## config.mk

```make
export PLATFORM = sky130hd
export DESIGN_NAME = xgmii_rx_measure_flat
export DESIGN_NICKNAME = d
export VERILOG_FILES = /design/src/rtl/xgmii_rx_measure_if.sv /design/src/rtl/xgmii_rx_measure.sv /design/src/flat_wrapper.sv
export SDC_FILE = /design/constraint.sdc
export NUM_CORES = 1
export LEC_CHECK = 0
export ABC_CLOCK_PERIOD_IN_PS = 5800
export CAP_MARGIN = 20
export CORE_MARGIN = 2
export CORE_UTILIZATION = 45
export CTS_CLUSTER_SIZE = 14
export DETAILED_ROUTE_END_ITERATION = 8
export GPL_TIMING_DRIVEN = 0
export PLACE_DENSITY = 0.69
export SLEW_MARGIN = 20
export SYNTH_ARGS = -nofsm -noshare
export SYNTH_HDL_FRONTEND = slang
export SYNTH_SLANG_ARGS = --single-unit
```

## constraint.sdc

```tcl
create_clock -name sys_clk -period 5.8 [get_ports sys_clk]
set_input_delay 0.87 -clock sys_clk [delete_from_list [all_inputs] [get_ports sys_clk]]
set_output_delay 0.87 -clock sys_clk [all_outputs]
set_load 0.1 [all_outputs]
```

## src/rtl/xgmii_rx_measure_if.sv

```systemverilog
`default_nettype none
// ============================================================================
//  Module      : xgmii_rx_measure_if
//  Description : XGMII receive bus (64-bit data + 8 per-lane control flags).
//                Lane i occupies rxd[8i+7:8i]; lane 0 is first on the wire.
//                master drives the bus, slave (the measurement block) samples.
//  Revision    : 1.0 - initial release
// ============================================================================
interface xgmii_rx_measure_if;
    logic [63:0] xgmii_rxd;
    logic [7:0]  xgmii_rxc;

    modport master (output xgmii_rxd, output xgmii_rxc);
    modport slave  (input  xgmii_rxd, input  xgmii_rxc);
endinterface
`default_nettype wire

```

## src/rtl/xgmii_rx_measure.sv

```systemverilog
`default_nettype none
// ============================================================================
//  Module      : xgmii_rx_measure
//  Description : Parses XGMII RX words, recognises test-generator frames by
//                their magic code and reports per-second frame/byte rates,
//                last one-way latency, last IPv4 destination and a running
//                count of magic-matched frames.
//  Ports       : sys_clk / sys_rst  - clock, synchronous active-high reset
//                sec_oneshot        - one-cycle strobe per second
//                global_counter     - shared timestamp base
//                rx (slave)         - XGMII rxd/rxc bus
//                rx_pps, rx_throughput, rx_latency, rx_ipv4_ip,
//                rx_magic_cnt       - registered measurement outputs
//  Revision    : 1.0 - initial release
// ============================================================================
module xgmii_rx_measure #(
    parameter logic [31:0] MAGIC     = 32'hA5A5A5A5,
    parameter logic [15:0] MAX_WORDS = 16'd1200
) (
    input  wire logic               sys_clk,
    input  wire logic               sys_rst,
    input  wire logic               sec_oneshot,
    input  wire logic [31:0]        global_counter,
    xgmii_rx_measure_if.slave       rx,
    output logic [31:0]             rx_pps,
    output logic [31:0]             rx_throughput,
    output logic [23:0]             rx_latency,
    output logic [31:0]             rx_ipv4_ip,
    output logic [31:0]             rx_magic_cnt
);

    typedef enum logic [1:0] {
        S_IDLE  = 2'd0,
        S_FRAME = 2'd1,
        S_DROP  = 2'd2
    } state_t;

    state_t      state_q;
    logic [15:0] w_q;                       // index of the word now on the bus
    logic        ipv4_q, dst_ok_q, magic_q, lat_ok_q;
    logic        ipv4_d, dst_ok_d, magic_d, lat_ok_d;
    logic [31:0] dst_q, dst_d;
    logic [15:0] ts_hi_q, ts_hi_d;
    logic [23:0] lat_q, lat_d;
    logic [31:0] pps_acc_q, byte_acc_q;
    logic [31:0] rx_pps_q, rx_tp_q, rx_ip_q, rx_mc_q;
    logic [23:0] rx_lat_q;

    // ---------------------------------------------------------------- decode
    logic        w_start, w_all_ctl, w_found, w_term, w_err, w_over, w_good;
    logic [2:0]  w_lane;
    logic [31:0] w_bytes, w_diff;
    logic [32:0] w_byte_sum;
    logic [63:0] w_d;
    logic [7:0]  w_c;

    assign w_d       = rx.xgmii_rxd;
    assign w_c       = rx.xgmii_rxc;
    assign w_start   = w_c[0] && (w_d[7:0] == 8'hFB);
    assign w_all_ctl = &w_c;
    assign w_over    = (w_q > MAX_WORDS);

    // The first control lane decides: FD ends the frame, anything else is an
    // error. Control lanes after FD are idle fill and are ignored.
    always_comb begin
        w_found = 1'b0;
        w_term  = 1'b0;
        w_err   = 1'b0;
        w_lane  = 3'd0;
        for (int i = 0; i < 8; i++) begin
            if (!w_found && w_c[i]) begin
                w_found = 1'b1;
                w_lane  = i[2:0];
                if (w_d[8*i +: 8] == 8'hFD) w_term = 1'b1;
                else                        w_err  = 1'b1;
            end
        end
    end

    assign w_good     = (state_q == S_FRAME) && !w_start && !w_over && w_term;
    assign w_bytes    = {13'd0, w_q - 16'd1, 3'd0} + {29'd0, w_lane};
    assign w_byte_sum = {1'b0, byte_acc_q} + {1'b0, w_bytes};
    assign w_diff     = global_counter - {ts_hi_q, w_d[7:0], w_d[15:8]};

    // Field staging. The next-state values already include the word on the
    // bus, so a frame terminating in the same word still commits correctly.
    always_comb begin
        ipv4_d   = ipv4_q;
        dst_d    = dst_q;
        dst_ok_d = dst_ok_q;
        magic_d  = magic_q;
        ts_hi_d  = ts_hi_q;
        lat_d    = lat_q;
        lat_ok_d = lat_ok_q;
        if (w_start) begin
            ipv4_d   = 1'b0;
            dst_d    = 32'd0;
            dst_ok_d = 1'b0;
            magic_d  = 1'b0;
            ts_hi_d  = 16'd0;
            lat_d    = 24'd0;
            lat_ok_d = 1'b0;
        end else if (state_q == S_FRAME) begin
            case (w_q)
                16'd2: ipv4_d = (w_d[39:32] == 8'h08) && (w_d[47:40] == 8'h00);
                16'd4: dst_d[31:16] = {w_d[55:48], w_d[63:56]};
                16'd5: begin
                    dst_d[15:0] = {w_d[7:0], w_d[15:8]};
                    dst_ok_d    = 1'b1;
                end
                16'd6: begin
                    magic_d = ({w_d[23:16], w_d[31:24], w_d[39:32], w_d[47:40]} == MAGIC);
                    ts_hi_d = {w_d[55:48], w_d[63:56]};
                end
                16'd7: begin
                    lat_d    = (w_diff[31:24] == 8'd0) ? w_diff[23:0] : 24'hFFFFFF;
                    lat_ok_d = 1'b1;
                end
                default: ;
            endcase
        end
    end

    // ------------------------------------------------------------ sequential
    always_ff @(posedge sys_clk) begin
        if (sys_rst) begin
            state_q    <= S_IDLE;
            w_q        <= 16'd0;
            ipv4_q     <= 1'b0;
            dst_q      <= 32'd0;
            dst_ok_q   <= 1'b0;
            magic_q    <= 1'b0;
            ts_hi_q    <= 16'd0;
            lat_q      <= 24'd0;
            lat_ok_q   <= 1'b0;
            pps_acc_q  <= 32'd0;
            byte_acc_q <= 32'd0;
            rx_pps_q   <= 32'd0;
            rx_tp_q    <= 32'd0;
            rx_lat_q   <= 24'd0;
            rx_ip_q    <= 32'd0;
            rx_mc_q    <= 32'd0;
        end else begin
            ipv4_q   <= ipv4_d;
            dst_q    <= dst_d;
            dst_ok_q <= dst_ok_d;
            magic_q  <= magic_d;
            ts_hi_q  <= ts_hi_d;
            lat_q    <= lat_d;
            lat_ok_q <= lat_ok_d;

            case (state_q)
                S_IDLE: begin
                    if (w_start) begin
                        state_q <= S_FRAME;
                        w_q     <= 16'd1;
                    end
                end
                S_FRAME: begin
                    if (w_start) begin
                        w_q <= 16'd1;           // abort current, begin anew
                    end else if (w_over || w_err) begin
                        state_q <= S_DROP;
                    end else if (w_term) begin
                        state_q <= S_IDLE;
                    end else begin
                        w_q <= w_q + 16'd1;
                    end
                end
                S_DROP: begin
                    if (w_start) begin
                        state_q <= S_FRAME;
                        w_q     <= 16'd1;
                    end else if (w_all_ctl) begin
                        state_q <= S_IDLE;
                    end
                end
                default: state_q <= S_IDLE;
            endcase

            if (w_good) begin
                if (lat_ok_d && magic_d && ipv4_d) begin
                    rx_lat_q <= lat_d;
                    rx_mc_q  <= rx_mc_q + 32'd1;
                end
                if (ipv4_d && dst_ok_d) rx_ip_q <= dst_d;
            end

            // A frame ending on the strobe cycle belongs to the new window.
            if (sec_oneshot) begin
                rx_pps_q   <= pps_acc_q;
                rx_tp_q    <= byte_acc_q;
                pps_acc_q  <= w_good ? 32'd1 : 32'd0;
                byte_acc_q <= w_good ? w_bytes : 32'd0;
            end else if (w_good) begin
                pps_acc_q  <= (pps_acc_q == 32'hFFFFFFFF) ? pps_acc_q : pps_acc_q + 32'd1;
                byte_acc_q <= w_byte_sum[32] ? 32'hFFFFFFFF : w_byte_sum[31:0];
            end
        end
    end

    assign rx_pps        = rx_pps_q;
    assign rx_throughput = rx_tp_q;
    assign rx_latency    = rx_lat_q;
    assign rx_ipv4_ip    = rx_ip_q;
    assign rx_magic_cnt  = rx_mc_q;

endmodule
`default_nettype wire

```

## src/flat_wrapper.sv

```systemverilog
// flat-port wrapper written by rule: the top's interface ports become plain ports
module xgmii_rx_measure_flat 
#(
    parameter logic [31:0] MAGIC     = 32'hA5A5A5A5,
    parameter logic [15:0] MAX_WORDS = 16'd1200
)
  (sys_clk, sys_rst, sec_oneshot, global_counter, rx_pps, rx_throughput, rx_latency, rx_ipv4_ip, rx_magic_cnt, rx_xgmii_rxd, rx_xgmii_rxc);
  xgmii_rx_measure_if rx_i ();
  input  wire logic sys_clk;
  input  wire logic sys_rst;
  input  wire logic sec_oneshot;
  input  wire logic [31:0] global_counter;
  output logic [31:0] rx_pps;
  output logic [31:0] rx_throughput;
  output logic [23:0] rx_latency;
  output logic [31:0] rx_ipv4_ip;
  output logic [31:0] rx_magic_cnt;
  input wire logic [$bits(rx_i.xgmii_rxd)-1:0] rx_xgmii_rxd;
  input wire logic [$bits(rx_i.xgmii_rxc)-1:0] rx_xgmii_rxc;
  assign rx_i.xgmii_rxd = rx_xgmii_rxd;
  assign rx_i.xgmii_rxc = rx_xgmii_rxc;
  xgmii_rx_measure #(.MAGIC(MAGIC), .MAX_WORDS(MAX_WORDS)) u_core (.sys_clk(sys_clk), .sys_rst(sys_rst), .sec_oneshot(sec_oneshot), .global_counter(global_counter), .rx(rx_i), .rx_pps(rx_pps), .rx_throughput(rx_throughput), .rx_latency(rx_latency), .rx_ipv4_ip(rx_ipv4_ip), .rx_magic_cnt(rx_magic_cnt));
endmodule
```

# [Word level (Yosys, flattened, before mapping)]
# Cells that the tools add are included.
[word_totals] out_inout_bits=152 word_cells=176 reg_bits=310
[classes] n_mux=86 addsub=7 reduce_logical=39 eq_ne=27 n_lt_le_gt_ge=1
[op_table] operator="$mux W32" n=9
[op_table] operator="$mux W16" n=6
[op_table] operator="$mux W24" n=4
[op_table] operator="$eq A8 B8 Y1 const B" n=9
[op_table] operator="$add A32 B1 Y32 const B" n=2
[op_table] operator="$eq A16 B3 Y1 const B" n=4
[op_table] operator="$eq A32 B32 Y1 const B" n=2
[op_table] operator="$mux W1" n=53
[op_table] operator="$add A32 B32 Y33" n=1
[op_table] operator="$pmux W16 S2" n=1
[op_table] operator="$sub A32 B32 Y32" n=1
[op_table] operator="$add A19 B3 Y20" n=1
[op_table] operator="$add A16 B1 Y16 const B" n=1
[op_table] operator="$eq A16 B2 Y1 const B" n=1
[op_table] operator="$gt A16 B11 Y1 const B" n=1
[op_table] operator="$logic_not A8 Y1" n=2
[op_table] operator="$mux W2" n=8
[op_table] operator="$sub A16 B1 Y16 const B" n=1
[op_table] operator="$logic_and A1 B1 Y1" n=15
[op_table] operator="$mux W3" n=4
[op_table] operator="$logic_not A1 Y1" n=9
[op_table] operator="$ne A3 B2 Y1 const B" n=3
[op_table] operator="$eq A8 B4 Y1 const B" n=1
[op_table] operator="$reduce_and A2 Y1" n=4
[op_table] operator="other kinds (12)" n=17

# [Depth between registers and ports, before layout]
# Gate-level depths: netlist (run 1).
[logic_depth] word_depth=27 depth_mapped=16 depth_no_buf=15

# [Worst setup path before layout (run 1)]
# No wires, ideal clock.
[synth_path] path_type="input to register" startpoint="input port rx_xgmii_rxc[0]" endpoint="register u_core.byte_acc_q[16]" setup_slack_ns=1.148 path_stages=16 n_path_buf=2 arrival_time_ns=4.515 cell_sequence="clkbuf_1 nor4_1 and3_1 or4_1 ha_1 fa_1 a21o_1 a21oi_1 o21ai_0 a21oi_1 nor3_1 o211ai_1 nand2_1 nor2_1 clkbuf_1 a211oi_1"
[synth_via] elab_chain_len=27 elab_cells_between_ends=55 cone_classes="add/sub: 2; mux: 33; reduce/logical: 20"
[synth_rtl] item="from (decl)" line_no="flat_wrapper.sv:19" source="input wire logic [$bits(rx_i.xgmii_rxc)-1:0] rx_xgmii_rxc;"
[synth_rtl] item="$mux W1" line_no="xgmii_rx_measure.sv:71" source="if (!w_found && w_c[i]) begin"
[synth_rtl] item="$logic_not A1 Y1" line_no="xgmii_rx_measure.sv:71"
[synth_rtl] item="$logic_and A1 B1 Y1" line_no="xgmii_rx_measure.sv:71"
[synth_rtl] item="$mux W1" line_no="xgmii_rx_measure.sv:71"
[synth_rtl] item="$logic_not A1 Y1" line_no="xgmii_rx_measure.sv:71"
[synth_rtl] item="$logic_and A1 B1 Y1" line_no="xgmii_rx_measure.sv:71"
[synth_rtl] item="$mux W1" line_no="xgmii_rx_measure.sv:71"
[synth_rtl] item="$logic_not A1 Y1" line_no="xgmii_rx_measure.sv:71"
[synth_rtl] item="[11 not listed]"
[synth_rtl] item="$logic_not A1 Y1" line_no="xgmii_rx_measure.sv:71"
[synth_rtl] item="$logic_and A1 B1 Y1" line_no="xgmii_rx_measure.sv:71"
[synth_rtl] item="$mux W3" line_no="xgmii_rx_measure.sv:71"
[synth_rtl] item="$add A19 B3 Y20" line_no="xgmii_rx_measure.sv:81" source="assign w_bytes = {13'd0, w_q - 16'd1, 3'd0} + {29'd0, w_lane};"
[synth_rtl] item="$add A32 B32 Y33" line_no="xgmii_rx_measure.sv:82" source="assign w_byte_sum = {1'b0, byte_acc_q} + {1'b0, w_bytes};"
[synth_rtl] item="$mux W32" line_no="xgmii_rx_measure.sv:197" source="byte_acc_q <= w_byte_sum[32] ? 32'hFFFFFFFF : w_byte_sum[31:0];"
[synth_rtl] item="$mux W32" line_no="xgmii_rx_measure.sv:195" source="end else if (w_good) begin"
[synth_rtl] item="$mux W32" line_no="xgmii_rx_measure.sv:190" source="if (sec_oneshot) begin"
[synth_rtl] item="to (signal assigned)" line_no="xgmii_rx_measure.sv:194" source="byte_acc_q <= w_good ? w_bytes : 32'd0;"
[synth_rtl] item="to (signal assigned)" line_no="xgmii_rx_measure.sv:197"
[synth_rtl] item="to (decl)" line_no="xgmii_rx_measure.sv:45" source="logic [31:0] pps_acc_q, byte_acc_q;"
# Several ways; a longest one is shown, not always the timed one. The select of a mux whose other input is x is not followed.
# A chain may end at the register's enable or synchronous reset.

# [Final worst setup path (run 1)]
# Ends and elaborated chain as after synthesis.

==> impl_results.md, run 1 <==
- WP depth: 17
- Most instantiated cells after synthesis: dfxtp_1, nor2_1, a21oi_1
- Sequential Power Share: 44.0%
- Combinational Power Share: 8.2%
- CP cell instances: clkdlybuf4s50_1 -> clkbuf_1 -> nor4_1 -> and3_1 -> or4_1 -> ha_1 -> fa_1 -> a21o_1 -> a21oi_1 -> o21ai_0 -> a21oi_1 -> nor3_1 -> o211ai_1 -> nand2_1 -> nor2_4 -> clkbuf_2 -> a211oi_1
- PortBufs: 256
- Core area: 0.03531 mm²
- Root buffer cell: clkbuf_16
- H-tree depth: 2
- Fin crit share: 96.57%
- Via count: 15,740
- Async S/R FF share, synth: 0%
- Largest cells by area after synthesis: dfxtp_1, nor2_1, a21oi_1
- Vias in the first global route: 15,020
- Yosys reg bits: 310
- CP max FO: 10
- WP data arrival: 5.98 ns
- CTS Buf Count: 35
- Hold Startpoint: u_core.rx_ipv4_ip[20]
- Minimum clock period: 5.601 ns
- WHS Endpoint: u_core.rx_ipv4_ip[20]
- Biggest area consumer among synthesized cells: dfxtp_1
- Largest net degree at the start of global routing: 14
- Number of synthesized flops with an enable pin: 0
- Worst min path class: flop to flop
- Simple-Gate Fraction of Synth Area: 24.37%
- Hpwl dp: 40,670 µm
- DR WL/cell: 18.84 µm
- Initial antenna violation count: 2
- Ys flop type: dfxtp_1
- Sink Count: 310
- Setup TNS: 0 ns
- 1st-iter DRT viols: 985
- Reg2Reg Depth: 16
- Slowest CP cell: clkdlybuf4s50_1
- Syn Inst Count: 1,972
- Crit path max-delay family: simple AND/OR/NAND/NOR gates
- Avg Cell Area, Syn: 8.139 µm²
- Clock power share: 47.8%
- Worst Slack Setup Final: 0.1988 ns
- DRC Markers: 0
- WP buf/inv: 3
- Slew of the pin with the lowest slew margin: 1.118 ns
- Clock buffer depth: 3
- YS warnings: 0
- RSZ-0062 raised after global routing: false
- R2R Path End: u_core.byte_acc_q[16]
- Cell-internal power: 3.693 mW
- Max-slew violations: 0
- GRT Util Overall: 27.47%
- Leakage: 7.402 nW
- DR vias/cell: 5.714
- Initial Util: 45.45%
- Worst skew pair latency: 0.53 ns
- Max Cap Viol: 0
- Worst Setup End Kind: flop
- Tot Pwr: 4.835 mW
- Antenna violation net count after detailed routing: 0
- P_sw: 1.142 mW
- Worst R2R Start: u_core.w_q[2]
- Drt total wl: 51,890 µm
- Hold Crit Depth: 2
- Post-CTS Hold Buffers: 0
- Final Hold Vio Count: 0
- Routability cong.: 0.9503
- Setup-failing EPs final: 0
- Peak VDD IR: 234.8 µV
- TritonCTS clock tree: built
- Drt pass-1 iters: 6
- Setup Skew: 0.01912 ns
- Synth Area in XOR/XNOR: 5.403%
- Main combinational cell family by area after synthesis: simple AND/OR/NAND/NOR gates
- CP Launch Type: primary input
- Rows: 69
- Sequential area share after synthesis: 38.67%
- Syn Std Cell Area: 0.01605 mm²
- Slew headroom: 25.24%
- Die Y: 192.9 µm
- Worst path required time: 6.18 ns
- Critical path class: primary input to flop
- Post-synth cell types: 72
- DP Worst Slack: -0.7251 ns
- Critical path's largest stage delay: 0.58 ns
- First-pass GRT wire length: 80,050 µm
- I/O pin count: 259
- Complex-gate fraction of the synthesized area: 16.92%
- P&R area growth vs syn: 27.26%
- Final nets: 2,433
- Switch share: 23.61%
- Max Fclk: 178.5 MHz
- Die area: 0.03719 mm²
- Adder-cell share of the synthesized area: 4.693%
- Layout cells sized above 1: 4.234%
- Pwr Density: 236.7 mW/mm²
- Status: completed
- Total gr overflow: 0
- Critical path's most frequent cell: a21oi_1
- Net Count, Synth: 2,138
- R2R Setup Slk: 1.07 ns
- Post-synthesis mux area share: 5.559%
- Count leader, synth: dfxtp_1
- Post-synth top area share: 38.67%
- Chip Width: 192.9 µm
- Worst-path clk slew: 0.06 ns
final cells by class:
cell class / instances / area [µm²]
clock inverters: 7 / 140.1
inverters: 70 / 262.8
diodes: 2 / 5.005
clock buffers: 54 / 1067
plain buffers: 112 / 442.9
flip-flops and latches: 310 / 6206
repair buffers: 258 / 2577
well taps: 461 / 576.8
multi-input cells: 1480 / 9146
fillers: 3241 / 14890
flip-flops by register name, indices dropped and copies added (netlist names), 2 cells and up:
register	cells
u_core.rx_latency	24
u_core.rx_throughput	32
u_core.rx_pps	32
u_core.ts_hi_q	16
u_core.rx_ipv4_ip	32
u_core.pps_acc_q	32
u_core.w_q	16
u_core.lat_q	24
u_core.dst_q	32
u_core.rx_magic_cnt	32
u_core.state_q	2
u_core.byte_acc_q	32
worst max path at each step:
stage,from,to,slack (ns)
finish,rx_xgmii_rxc[0],u_core.byte_acc_q[16],0.20
floorplan,rx_xgmii_rxc[0],u_core.byte_acc_q[16],1.15
detailed placement,rx_xgmii_rxc[0],u_core.byte_acc_q[6],-0.73
global route,rx_xgmii_rxc[0],u_core.byte_acc_q[16],0.11
CTS,rx_xgmii_rxc[0],u_core.byte_acc_q[16],0.02
global placement,rx_xgmii_rxc[0],u_core.byte_acc_q[16],-0.66
power by group through the flow:
stage / sequential (mW) / combinational (mW) / clock (mW)
2_1_floorplan: 2.18 / 0.212 / 0
3_3_place_gp: 2.18 / 0.386 / 0
3_5_place_dp: 2.18 / 0.390 / 0
4_1_cts: 2.13 / 0.392 / 2.35
5_1_grt: 2.13 / 0.428 / 2.43
6_report: 2.13 / 0.396 / 2.31
cell families after synthesis:
logic type,Yosys count
simple gates,791
compound gates,442
flops,310
buf+inv,182
xor+xnor,99
mux,89
fa+ha+maj,59
worst register-to-register path, stage by stage (launching register included):
cell,delay [ns]
dfxtp_1,0.29
clkbuf_1,0.21
nor2_1,0.39
nand3_1,0.21
nor4_1,0.37
nand3_1,0.25
nor3b_1,0.27
xor2_1,0.29
ha_1,0.24
and3_1,0.24
nand4_1,0.11
nor3_1,0.51
o211ai_1,0.28
nand2_1,0.35
nor2_4,0.12
clkbuf_2,0.27
a211oi_1,0.25
metal layers:
metal / part of all wire, % / GRT usage, %
met2: 46 / 46.13
met3: 8.2 / 4.728
met1: 42 / 35.21
met5: 0 / 0
met4: 3.1 / 10.19
cells in the final DEF, fill, tap and decap left out, drive strengths merged, types with 4 or more instances in the layout:
cell,count
clkdlybuf4s50,256
nand2b,15
clkbuf,146
nor4,23
a311oi,9
inv,72
nand4,41
dfxtp,310
buf,22
a21o,27
xnor2,52
and3,17
a22oi,4
nand2,152
o21ai,69
o31ai,6
and4,4
nor3,82
nand3,42
and2,15
a211oi,15
ha,57
a21oi,185
or2,13
xor2,47
nor3b,26
nor2b,8
a21boi,29
o211ai,13
or4,8
nand4b,6
a31oi,33
nor2,269
nor4b,4
o21a,11
or3,59
mux2i,88
o21bai,7
timing repair:
action                     CTS  global route
setup endpoints to repair   10            10
resized for setup            1             2
buffers inserted             0             2
cloned                       0             0
pin swaps                    0             1
through the flow:
stage / cell area [µm²] / utilization [%] / instances / hold slack, ns
finish: 20420 / 57.84 / 2754 / 0.4492
global route: 20420 / 57.84 / 2753 / 0.4737
CTS: 20400 / 57.77 / 2750 / 0.4531
detailed placement: 19190 / 54.34 / 2689 / 0.4451
global placement: 19190 / 54.34 / 2689 / 0.4366
floorplan: 16050 / - / 1972 / 0.4196
No activity file was read; power rests on OpenSTA's default activity.
==> inputs of run 2 (changes only) <==
--- a/config.mk
+++ b/config.mk
@@ -7,7 +7,7 @@
 export LEC_CHECK = 0
 export ABC_CLOCK_PERIOD_IN_PS = 5800
 export CAP_MARGIN = 20
-export CORE_MARGIN = 2
+export CORE_MARGIN = 5
 export CORE_UTILIZATION = 45
 export CTS_CLUSTER_SIZE = 14
 export DETAILED_ROUTE_END_ITERATION = 8
==> run 2 against run 1 <==
Compared with the run above:
- clock skew up 0.0049 ns
- largest power group unchanged
- highest routed layer unchanged
- largest cell class unchanged
- fmax up 1.3%
- clock power down 4%
==> impl_results.md, run 2 (synthesis gave the netlist of run 1 again) <==
- Max-slew violations: 0 (unchanged)
- Vias in the first global route: 15,300 (was 15,020)
- Die area: 0.03954 mm² (was 0.03719 mm²)
- CTS Buf Count: 35 (unchanged)
- I/O pin count: 259 (unchanged)
- Combinational Power Share: 8.3% (was 8.2%)
- Rows: 69 (unchanged)
- R2R Path End: u_core.byte_acc_q[16] (unchanged)
- P_sw: 1.135 mW (was 1.142 mW)
- Antenna violation net count after detailed routing: 0 (unchanged)
- Fin cells: 2,750 (was 2,754)
- Worst min path class: flop to flop (unchanged)
- Clock buffer depth: 3 (unchanged)
- P&R area growth vs syn: 26.77% (was 27.26%)
- Worst Slack Setup Final: 0.2694 ns (was 0.1988 ns)
- Slew of the pin with the lowest slew margin: 1.096 ns (was 1.118 ns)
- DR WL/cell: 19.14 µm (was 18.84 µm)
- H-tree depth: 2 (unchanged)
- Setup-failing EPs final: 0 (unchanged)
- Worst Setup End Kind: flop (unchanged)
- Max Cap Viol: 0 (unchanged)
- Max Fclk: 180.8 MHz (was 178.5 MHz)
- Pwr Density: 232.8 mW/mm² (was 236.7 mW/mm²)
- Worst-path clk slew: 0.06 ns (about the same)
- Placed cells: 2,689 (unchanged)
- PortBufs: 256 (unchanged)
- Final Core Density: 57.48% (was 57.84%)
- Post-CTS Hold Buffers: 0 (unchanged)
- Initial Util: 45.34% (was 45.45%)
- Worst R2R Start: u_core.w_q[2] (unchanged)
- CP Launch Type: primary input (unchanged)
- Setup Skew: 0.02400 ns (was 0.01912 ns)
- WP data arrival: 5.90 ns (was 5.98 ns)
- Total setup buffers inserted after CTS: 0 (unchanged)
- DP Worst Slack: -0.5866 ns (was -0.7251 ns)
- Drt pass-1 iters: 6 (unchanged)
- Hold Crit Depth: 2 (unchanged)
- Clock power share: 46.7% (was 47.8%)
- Fin crit share: 95.35% (was 96.57%)
- Initial antenna violation count: 0 (was 2)
- Area of the multi-input gates: 0.009141 mm² (was 0.009146 mm²)
- Chip Width: 198.9 µm (was 192.9 µm)
- Root buffer cell: clkbuf_16 (unchanged)
- First-pass GRT wire length: 81,910 µm (was 80,050 µm)
- RSZ-0062 raised after global routing: false (unchanged)
- Peak VDD IR: 170.7 µV (was 234.8 µV)
- Via count: 15,720 (was 15,740)
- Layout filler cell count: 3,218 (was 3,241)
- Worst setup startpoint: rx_xgmii_rxc[0] (unchanged)
- Drt total wl: 52,630 µm (was 51,890 µm)
- Minimum clock period: 5.531 ns (was 5.601 ns)
- Sequential Power Share: 45.0% (was 44.0%)
- Worst skew pair latency: 0.54 ns (was 0.53 ns)
- Core area: 0.03540 mm² (was 0.03531 mm²)
- DRC Markers: 0 (unchanged)
- Leakage: 7.368 nW (was 7.402 nW)
- Worst path required time: 6.17 ns (was 6.18 ns)
- Routability cong.: 0.9697 (was 0.9503)
- Layout cells sized above 1: 4.065% (was 4.234%)
- Total gr overflow: 0 (unchanged)
- GRT Util Overall: 25.79% (was 27.47%)
- Commonest non-fill, non-tap cell in the layout: dfxtp_1 (unchanged)
- Die Y: 198.9 µm (was 192.9 µm)
- Reg2Reg Depth: 16 (unchanged)
- Sink Count: 310 (unchanged)
- CP max FO: 11 (was 10)
- Register area: 0.006206 mm² (unchanged)
- Slew headroom: 26.69% (was 25.24%)
- Final Hold Vio Count: 0 (unchanged)
- DR vias/cell: 5.716 (was 5.714)
- 1st-iter DRT viols: 1,342 (was 985)
- Final nets: 2,430 (was 2,433)
- Status: completed (unchanged)
- WHS Endpoint: u_core.rx_ipv4_ip[1] (was u_core.rx_ipv4_ip[20])
- TritonCTS clock tree: built (unchanged)
- Hpwl dp: 41,280 µm (was 40,670 µm)
- Critical path class: primary input to flop (unchanged)
- R2R Setup Slk: 0.95 ns (was 1.07 ns)
- Switch share: 23.97% (was 23.61%)
- Cell-internal power: 3.602 mW (was 3.693 mW)
- Hold Startpoint: u_core.rx_ipv4_ip[1] (was u_core.rx_ipv4_ip[20])
- Most frequent cells in the layout: dfxtp_1, nor2_1, clkdlybuf4s50_1, a21oi_1, nand2_1 (unchanged)
- Largest net degree at the start of global routing: 13 (was 14)
## run 2: cell count changes in the layout (fill, tap and decap cells not counted), sizes merged
cell	before	now
bufinv	3	2
buf	22	20
diode	2	1
clkbuf	146	143
clkinv	2	6
inv	72	71
## run 2: cell type report
class,count,area share (%)
Antenna cell,1,0.01230
Buffer,111,2.159
Clock buffer,52,5.012
Clock inverter,9,0.6642
Inverter,70,1.291
Multi-Input combinational cell,1480,44.93
Sequential cell,310,30.50
Tap cell,461,2.835
Timing Repair Buffer,256,12.59
## run 2: through the flow
| stage | total power [mW] | cell area (µm²) | TNS [ns] | hold WS [ns] |
|---|---|---|---|---|
| floorplan | 2.388 | 16050 | 0 | 0.4196 |
| global placement | 2.562 | 19190 | -5.504 | 0.4347 |
| detailed placement | 2.565 | 19190 | -5.641 | 0.4431 |
| CTS | 4.776 | 20340 | 0 | 0.4509 |
| global route | 4.898 | 20340 | 0 | 0.4702 |
| finish | 4.737 | 20350 | 0 | 0.4496 |
## run 2: worst max path at each step
| stage | endpoint | slack [ns] |
|---|---|---|
| floorplan | u_core.byte_acc_q[16] | 1.15 |
| global placement | u_core.byte_acc_q[16] | -0.57 |
| detailed placement | u_core.byte_acc_q[16] | -0.59 |
| CTS | u_core.byte_acc_q[16] | 0.15 |
| global route | u_core.byte_acc_q[13] | 0.08 |
| finish | u_core.byte_acc_q[16] | 0.27 |
## run 2: layer usage
layer | track usage (%) | part of all wire (%)
met1 | 33.88 | 43
met2 | 42.75 | 46
met3 | 5.301 | 8.5
met4 | 8.232 | 3.1
met5 | 0 | 0
## run 2: critical path: stages
cell and delay (ns):
clkdlybuf4s50_1 0.74, nor4_1 0.19, and3_1 0.25, or4_1 0.56, ha_1 0.24, fa_1 0.41
a21o_1 0.20, a21oi_1 0.29, o21ai_0 0.17, a21oi_1 0.24, nor3_1 0.18, o211ai_1 0.37
nand2_1 0.34, nor2_2 0.36, clkbuf_2 0.35, a211oi_1 0.12
## run 2: power groups by stage
stage,Sequential [mW],Clock [mW],Combinational (mW)
final,2.13,2.21,0.395
after detailed placement,2.18,0,0.389
after global routing,2.13,2.34,0.426
after floorplan,2.18,0,0.212
after global placement,2.18,0,0.386
after CTS,2.13,2.26,0.391
## run 2: what timing repair did
action	CTS	global route
cloned	0	0
setup endpoints to repair	10	10
gates resized for setup	1	1
pin swaps	0	0
